[src/rtl/rq_tlp_arbiter.sv]
// Packet-atomic round-robin arbiter sharing one PCIe requester-request stream
// between N_REQ TLP sources, with memory-read throttling against MAX_RD.
//
// Ports:
//   user_clk, user_reset_n      clock, asynchronous active-low reset
//   req_t{valid,ready,data,keep,last,user}
//                               per-requester AXI-S TLP inputs (slice i = requester i)
//   m_t{valid,ready,data,keep,last,user}
//                               muxed TLP stream to the RQ adapter
//   rd_cpl_done                 one-cycle pulse: one read request fully completed
//   rd_outstanding              in-flight read request count
//   grant                       one-hot active grant, 0 while idle
module rq_tlp_arbiter #(
  parameter int unsigned N_REQ      = 2,
  parameter int unsigned DATA_WIDTH = 256,
  parameter int unsigned KEEP_WIDTH = DATA_WIDTH / 32,
  parameter int unsigned MAX_RD     = 32
) (
  input  logic                        user_clk,
  input  logic                        user_reset_n,
  input  logic [N_REQ-1:0]            req_tvalid,
  output logic [N_REQ-1:0]            req_tready,
  input  logic [N_REQ*DATA_WIDTH-1:0] req_tdata,
  input  logic [N_REQ*KEEP_WIDTH-1:0] req_tkeep,
  input  logic [N_REQ-1:0]            req_tlast,
  input  logic [N_REQ*4-1:0]          req_tuser,
  output logic                        m_tvalid,
  input  logic                        m_tready,
  output logic [DATA_WIDTH-1:0]       m_tdata,
  output logic [KEEP_WIDTH-1:0]       m_tkeep,
  output logic                        m_tlast,
  output logic [3:0]                  m_tuser,
  input  logic                        rd_cpl_done,
  output logic [7:0]                  rd_outstanding,
  output logic [N_REQ-1:0]            grant
);

  localparam int unsigned PTR_W  = (N_REQ > 2) ? 2 : 1;
  localparam int unsigned CNT_W  = 8;
  localparam int unsigned USER_W = 4;

  typedef enum logic {
    IDLE = 1'b0,
    BUSY = 1'b1
  } state_t;

  state_t             state;
  logic [PTR_W-1:0]   rr_ptr;
  logic [PTR_W-1:0]   gidx;
  logic               first_beat;

  logic [N_REQ-1:0]   rd_hdr;
  logic [N_REQ-1:0]   eligible;
  logic               at_limit;
  logic               pick_valid;
  logic [PTR_W-1:0]   pick_idx;
  logic [PTR_W-1:0]   sel;
  logic [N_REQ-1:0]   pick_onehot;
  logic [PTR_W-1:0]   nxt_ptr;
  logic               hs;
  logic               rd_inc;
  logic               rd_dec;
  logic [31:0]        dw0;

  // Header decode: MRd/MRdLk (3DW or 4DW) on each requester's current beat
  always_comb begin
    rd_hdr = '0;
    dw0    = '0;
    for (int unsigned i = 0; i < N_REQ; i++) begin
      dw0       = req_tdata[DATA_WIDTH*i +: 32];
      rd_hdr[i] = (dw0[31:30] == 2'b00) && (dw0[28:25] == 4'b0000);
    end
  end

  assign at_limit = (rd_outstanding == CNT_W'(MAX_RD));
  assign eligible = req_tvalid & ~(rd_hdr & {N_REQ{at_limit}});

  // Round-robin pick: first eligible index at or after rr_ptr, wrapping
  always_comb begin
    pick_valid  = 1'b0;
    pick_idx    = '0;
    sel         = '0;
    pick_onehot = '0;
    for (int unsigned k = 0; k < N_REQ; k++) begin
      sel = PTR_W'((32'(rr_ptr) + k) % N_REQ);
      if (!pick_valid && eligible[sel]) begin
        pick_valid = 1'b1;
        pick_idx   = sel;
      end
    end
    if (pick_valid) begin
      pick_onehot[pick_idx] = 1'b1;
    end
  end

  // Zero-latency mux of the granted source; quiet outputs while idle
  always_comb begin
    m_tvalid   = 1'b0;
    m_tdata    = '0;
    m_tkeep    = '0;
    m_tlast    = 1'b0;
    m_tuser    = '0;
    req_tready = '0;
    if (state == BUSY) begin
      m_tvalid         = req_tvalid[gidx];
      m_tdata          = req_tdata[DATA_WIDTH*32'(gidx) +: DATA_WIDTH];
      m_tkeep          = req_tkeep[KEEP_WIDTH*32'(gidx) +: KEEP_WIDTH];
      m_tlast          = req_tlast[gidx];
      m_tuser          = req_tuser[USER_W*32'(gidx) +: USER_W];
      req_tready[gidx] = m_tready;
    end
  end

  assign hs      = m_tvalid & m_tready;
  assign nxt_ptr = (gidx == PTR_W'(N_REQ - 1)) ? '0 : gidx + PTR_W'(1);

  // A read is counted when its header beat is accepted downstream
  assign rd_inc = hs & first_beat & rd_hdr[gidx];
  assign rd_dec = rd_cpl_done & (rd_outstanding != '0);

  // Arbitration FSM: grant held from selection until the tlast handshake
  always_ff @(posedge user_clk or negedge user_reset_n) begin
    if (!user_reset_n) begin
      state      <= IDLE;
      grant      <= '0;
      gidx       <= '0;
      rr_ptr     <= '0;
      first_beat <= 1'b0;
    end else begin
      case (state)
        IDLE: begin
          if (pick_valid) begin
            grant      <= pick_onehot;
            gidx       <= pick_idx;
            first_beat <= 1'b1;
            state      <= BUSY;
          end
        end
        BUSY: begin
          if (hs) begin
            first_beat <= 1'b0;
            if (m_tlast) begin
              rr_ptr <= nxt_ptr;
              grant  <= '0;
              state  <= IDLE;
            end
          end
        end
        default: begin
          state <= IDLE;
          grant <= '0;
        end
      endcase
    end
  end

  // In-flight read counter; a completion at zero is ignored
  always_ff @(posedge user_clk or negedge user_reset_n) begin
    if (!user_reset_n) begin
      rd_outstanding <= '0;
    end else if (rd_inc && !rd_dec) begin
      rd_outstanding <= rd_outstanding + CNT_W'(1);
    end else if (rd_dec && !rd_inc) begin
      rd_outstanding <= rd_outstanding - CNT_W'(1);
    end
  end

endmodule

[config.mk]
export PLATFORM = sky130hd
export DESIGN_NAME = rq_tlp_arbiter
export DESIGN_NICKNAME = d
export VERILOG_FILES = /design/src/rtl/rq_tlp_arbiter.sv
export SDC_FILE = /design/constraint.sdc
export NUM_CORES = 1
export LEC_CHECK = 0
export CAP_MARGIN = 20
export CORE_AREA = 2 2 321 323
export DETAILED_ROUTE_END_ITERATION = 8
export DIE_AREA = 0 0 323 325
export PLACE_DENSITY = 0.35
export SYNTH_ARGS = -nofsm -noshare
export SYNTH_HDL_FRONTEND = slang
export SYNTH_SLANG_ARGS = --single-unit
[constraint.sdc]
create_clock -name user_clk -period 7.1 [get_ports user_clk]
set_clock_uncertainty 0.2 [all_clocks]
set_input_delay 1.42 -clock user_clk [delete_from_list [all_inputs] [get_ports user_clk]]
set_output_delay 1.42 -clock user_clk [all_outputs]
set_load 0.02 [all_outputs]
==> qor.csv <==
stage,metric,value,unit
final_layout,"commonest non-fill, non-tap cells in the layout","825 x clkdlybuf4s50_1, 271 x nor2b_1, 270 x mux2i_1",
sta,Worst-Margin Slew,952.2,ps
global_routing,first-pass GRT wire length,74.28,mm
synthesis,ys async rst share,100.0,%
worst_setup_path,CP Data Arrival Time,3220,ps
place,placed insts,2847,
sta,relative slew slack,36.52,%
sta,RSZ-0062 raised after global routing,no,
synthesis,Seq cells post-synth,14,
drt,First DRT Iteration DRCs,265,
global_routing,total track usage,10.17,%
clocking,CTS tree,done,
floorplan,core area,101300,µm²
synthesis,Netlist cell types,35,
final_layout,area delta synth->final,176.0,%
final_layout,"most common cell after layout, fill and taps aside",clkdlybuf4s50_1,
pwr,peak supply drop,0.1692,mV
drt,DRT antenna net count,0,
place,hpwl dp,51.70,mm
worst_setup_path,CP startpoint,req_tvalid[1],
worst_setup_path,crit-path max cell delay,750,ps
sta,Final Hold Vio Count,0,
synthesis,Cells after Synth,705,
drt,Avg Vias per Cell,2.881,
sta,Tcrit/Tclk final,68.15,%
pwr,Leak,5.897,nW
synthesis,Syn Std Cell Area,5628,µm²
worst_setup_path,R2R Setup Slk,3080,ps
synthesis,"Seq/Total Area, Yosys",6.225,%
sta,Final Critical Period,4838,ps
clocking,H-tree depth,1,
clocking,cts hold-fix bufs,0,
final_layout,final instance area,15530,µm²
sta,final setup margin,2262,ps
clocking,clock sinks,14,
run,Max Cap Viol,0,
sta,smallest hold slack,300.0,ps
global_routing,GRT overflow,0,
worst_setup_path,worst path cell trace,clkdlybuf4s50_1 > mux2i_1 > nor2b_1 > clkdlybuf4s50_1,
place,placed cell areas,15430,µm²
clocking,Clock Latency Late Sink,240,ps
floorplan,Initial Util,5.556,%
worst_setup_path,Critical Path Start Type,primary input,
place,pre-CTS setup slack,2051,ps
sta,Final TNS setup,0,ps
worst_setup_path,RR Endpoint,rd_outstanding[7]$_DFFE_PN0P_,
pwr,total power density per cell area,292.6,nW/µm²
min_path,Min-Delay Path Class,flop to flop,
floorplan,die area,105000,µm²
drt,Routed WL per cell,20.03,µm
drt,Via Count,8235,
clocking,CTS resizes,0,
synthesis,synth warn,0,
clocking,clock root cell,clkbuf_16,
floorplan,I/O pin count,826,
drt,DR pass1 iterations,4,
place,Port Buf Inserts,825,
worst_setup_path,FF-to-FF Start,gidx$_DFFE_PN0P_,
synthesis,Post-Syn Nets,1257,
floorplan,die width,323,µm
clocking,clk buf depth,2,
clocking,Post CTS Setup Buffer Count,0,
final_layout,Final Non-Filler Cells,2858,
worst_setup_path,CP max FO,4,
global_routing,initial antenna violation count,28,
worst_setup_path,CP endpoint kind,output port,
drt,routed wire length,57.25,mm
synthesis,top_reg_cell synth,dfrtp_1,
sta,setup violators final,0,
worst_setup_path,Reg2Reg Depth,10,
worst_setup_path,critical path class,primary input to output port,
sta,Fmax,0.2067,GHz
floorplan,Die Y,325,µm
worst_setup_path,CP max stage cell,clkdlybuf4s50_1,
worst_setup_path,crit-path most repeated cell,clkdlybuf4s50_1,
worst_setup_path,CP required,5480,ps
sta,count of final max-slew check failures,0,
place,GPL Wtd Cong,0.9370,
drt,DR DRC count,0,
clocking,cts bufs inserted,3,
global_routing,vias in the first global route,8685,
synthesis,Avg Inst Size Synth,7.983,µm²
floorplan,row cnt,117,
final_layout,proportion of layout cells with a drive suffix above 1,1.618,%
global_routing,largest net degree at the start of global routing,122,
synthesis,number of flops mapped to enable cells by yosys,0,
worst_setup_path,CP endpoint,m_tvalid,
clocking,CTS clock-pin slew for the worst setup and hold paths,50,ps
final_layout,Layout Nets,2036,
status,status,finished clean,
==> routing by layer <==
metal | GRT usage (%) | wire [µm]
met4 | 0.5662 | 341
met2 | 17.01 | 26280
met3 | 6.668 | 8907
met5 | 0 | 172
met1 | 11.18 | 21550
==> per-stage QoR <==
step | util, % | total power, mW
finish | 15.33 | 4.545
global route | 15.33 | 4.850
CTS | 15.32 | 4.639
detailed placement | 15.23 | 4.495
global placement | 15.23 | 4.515
floorplan | - | 2.475
==> flip-flops by register name, summed over array words and instances (netlist names) <==
register / cells
rd_outstanding: 8
gidx: 1
grant: 2
rr_ptr: 1
state: 1
first_beat: 1
==> report_power, final <==
part | internal (mW) | switching [mW]
Combinational | 2.07 | 2.08
Sequential | 0.118 | 0.157
Clock | 0.0855 | 0.0337
Total | 2.28 | 2.27
==> worst min path at each step <==
| stage | startpoint | endpoint | slack, ps | cells past startpoint |
|---|---|---|---|---|
| finish | rr_ptr$_DFFE_PN0P_ | rr_ptr$_DFFE_PN0P_ | 300 | 2 |
| global placement | rr_ptr$_DFFE_PN0P_ | rr_ptr$_DFFE_PN0P_ | 280 | 2 |
| global route | rr_ptr$_DFFE_PN0P_ | rr_ptr$_DFFE_PN0P_ | 330 | 2 |
| floorplan | first_beat$_DFFE_PN0P_ | first_beat$_DFFE_PN0P_ | 260 | 2 |
| CTS | rr_ptr$_DFFE_PN0P_ | rr_ptr$_DFFE_PN0P_ | 300 | 2 |
| detailed placement | rr_ptr$_DFFE_PN0P_ | rr_ptr$_DFFE_PN0P_ | 290 | 2 |
==> cell families (layout without fill, tap and decap cells) <==
group / Yosys count / in the layout / synth area share (%)
AOI/OAI and AO/OA: 33 / 33 / 3.624
xor gates and xnor gates: 7 / 7 / 1.089
adders and majority gates: 8 / 8 / 1.912
buffers and inverters: 66 / 844 / 5.580
DFF: 14 / 14 / 6.225
muxes: 271 / 271 / 48.22
other: 0 / 7 / 0
and+or+nand+nor: 306 / 306 / 33.35
==> synthesized netlist by cell type (2+ instances only) <==
| cell type | n | area [µm²] |
|---|---|---|
| a21o_1 | 2 | 15.01 |
| nand2b_1 | 3 | 18.77 |
| nor2_1 | 8 | 30.03 |
| nor4_1 | 2 | 12.51 |
| buf_2 | 20 | 100.1 |
| ha_1 | 7 | 87.58 |
| xnor2_1 | 3 | 26.28 |
| nand2_1 | 13 | 48.80 |
| inv_1 | 4 | 15.01 |
| nor2b_1 | 271 | 1695 |
| a41oi_1 | 2 | 17.52 |
| mux2i_1 | 270 | 2703 |
| xor2_1 | 4 | 35.03 |
| nor3_1 | 3 | 15.01 |
| o21ai_0 | 13 | 65.06 |
| clkbuf_1 | 31 | 116.4 |
| a21oi_1 | 8 | 40.04 |
| buf_4 | 11 | 82.58 |
| dfrtp_1 | 14 | 350.3 |
==> layout make-up <==
| class | count | area (µm²) |
|---|---|---|
| clock buffers | 4 | 88.84 |
| flip-flops and latches | 14 | 357.8 |
| fillers | 11580 | 85770 |
| diodes | 7 | 17.52 |
| multi-input cells | 625 | 4964 |
| repair buffers | 836 | 8378 |
| inverters | 4 | 15.01 |
| well taps | 1368 | 1712 |
==> critical path: cells and delay by family <==
kind | cells | cell delay [ps]
multiplexers | 1 | 490
AND/OR/NAND/NOR | 1 | 100
buffers and inverters | 2 | 1190
Power figures use the tool's default switching activity.
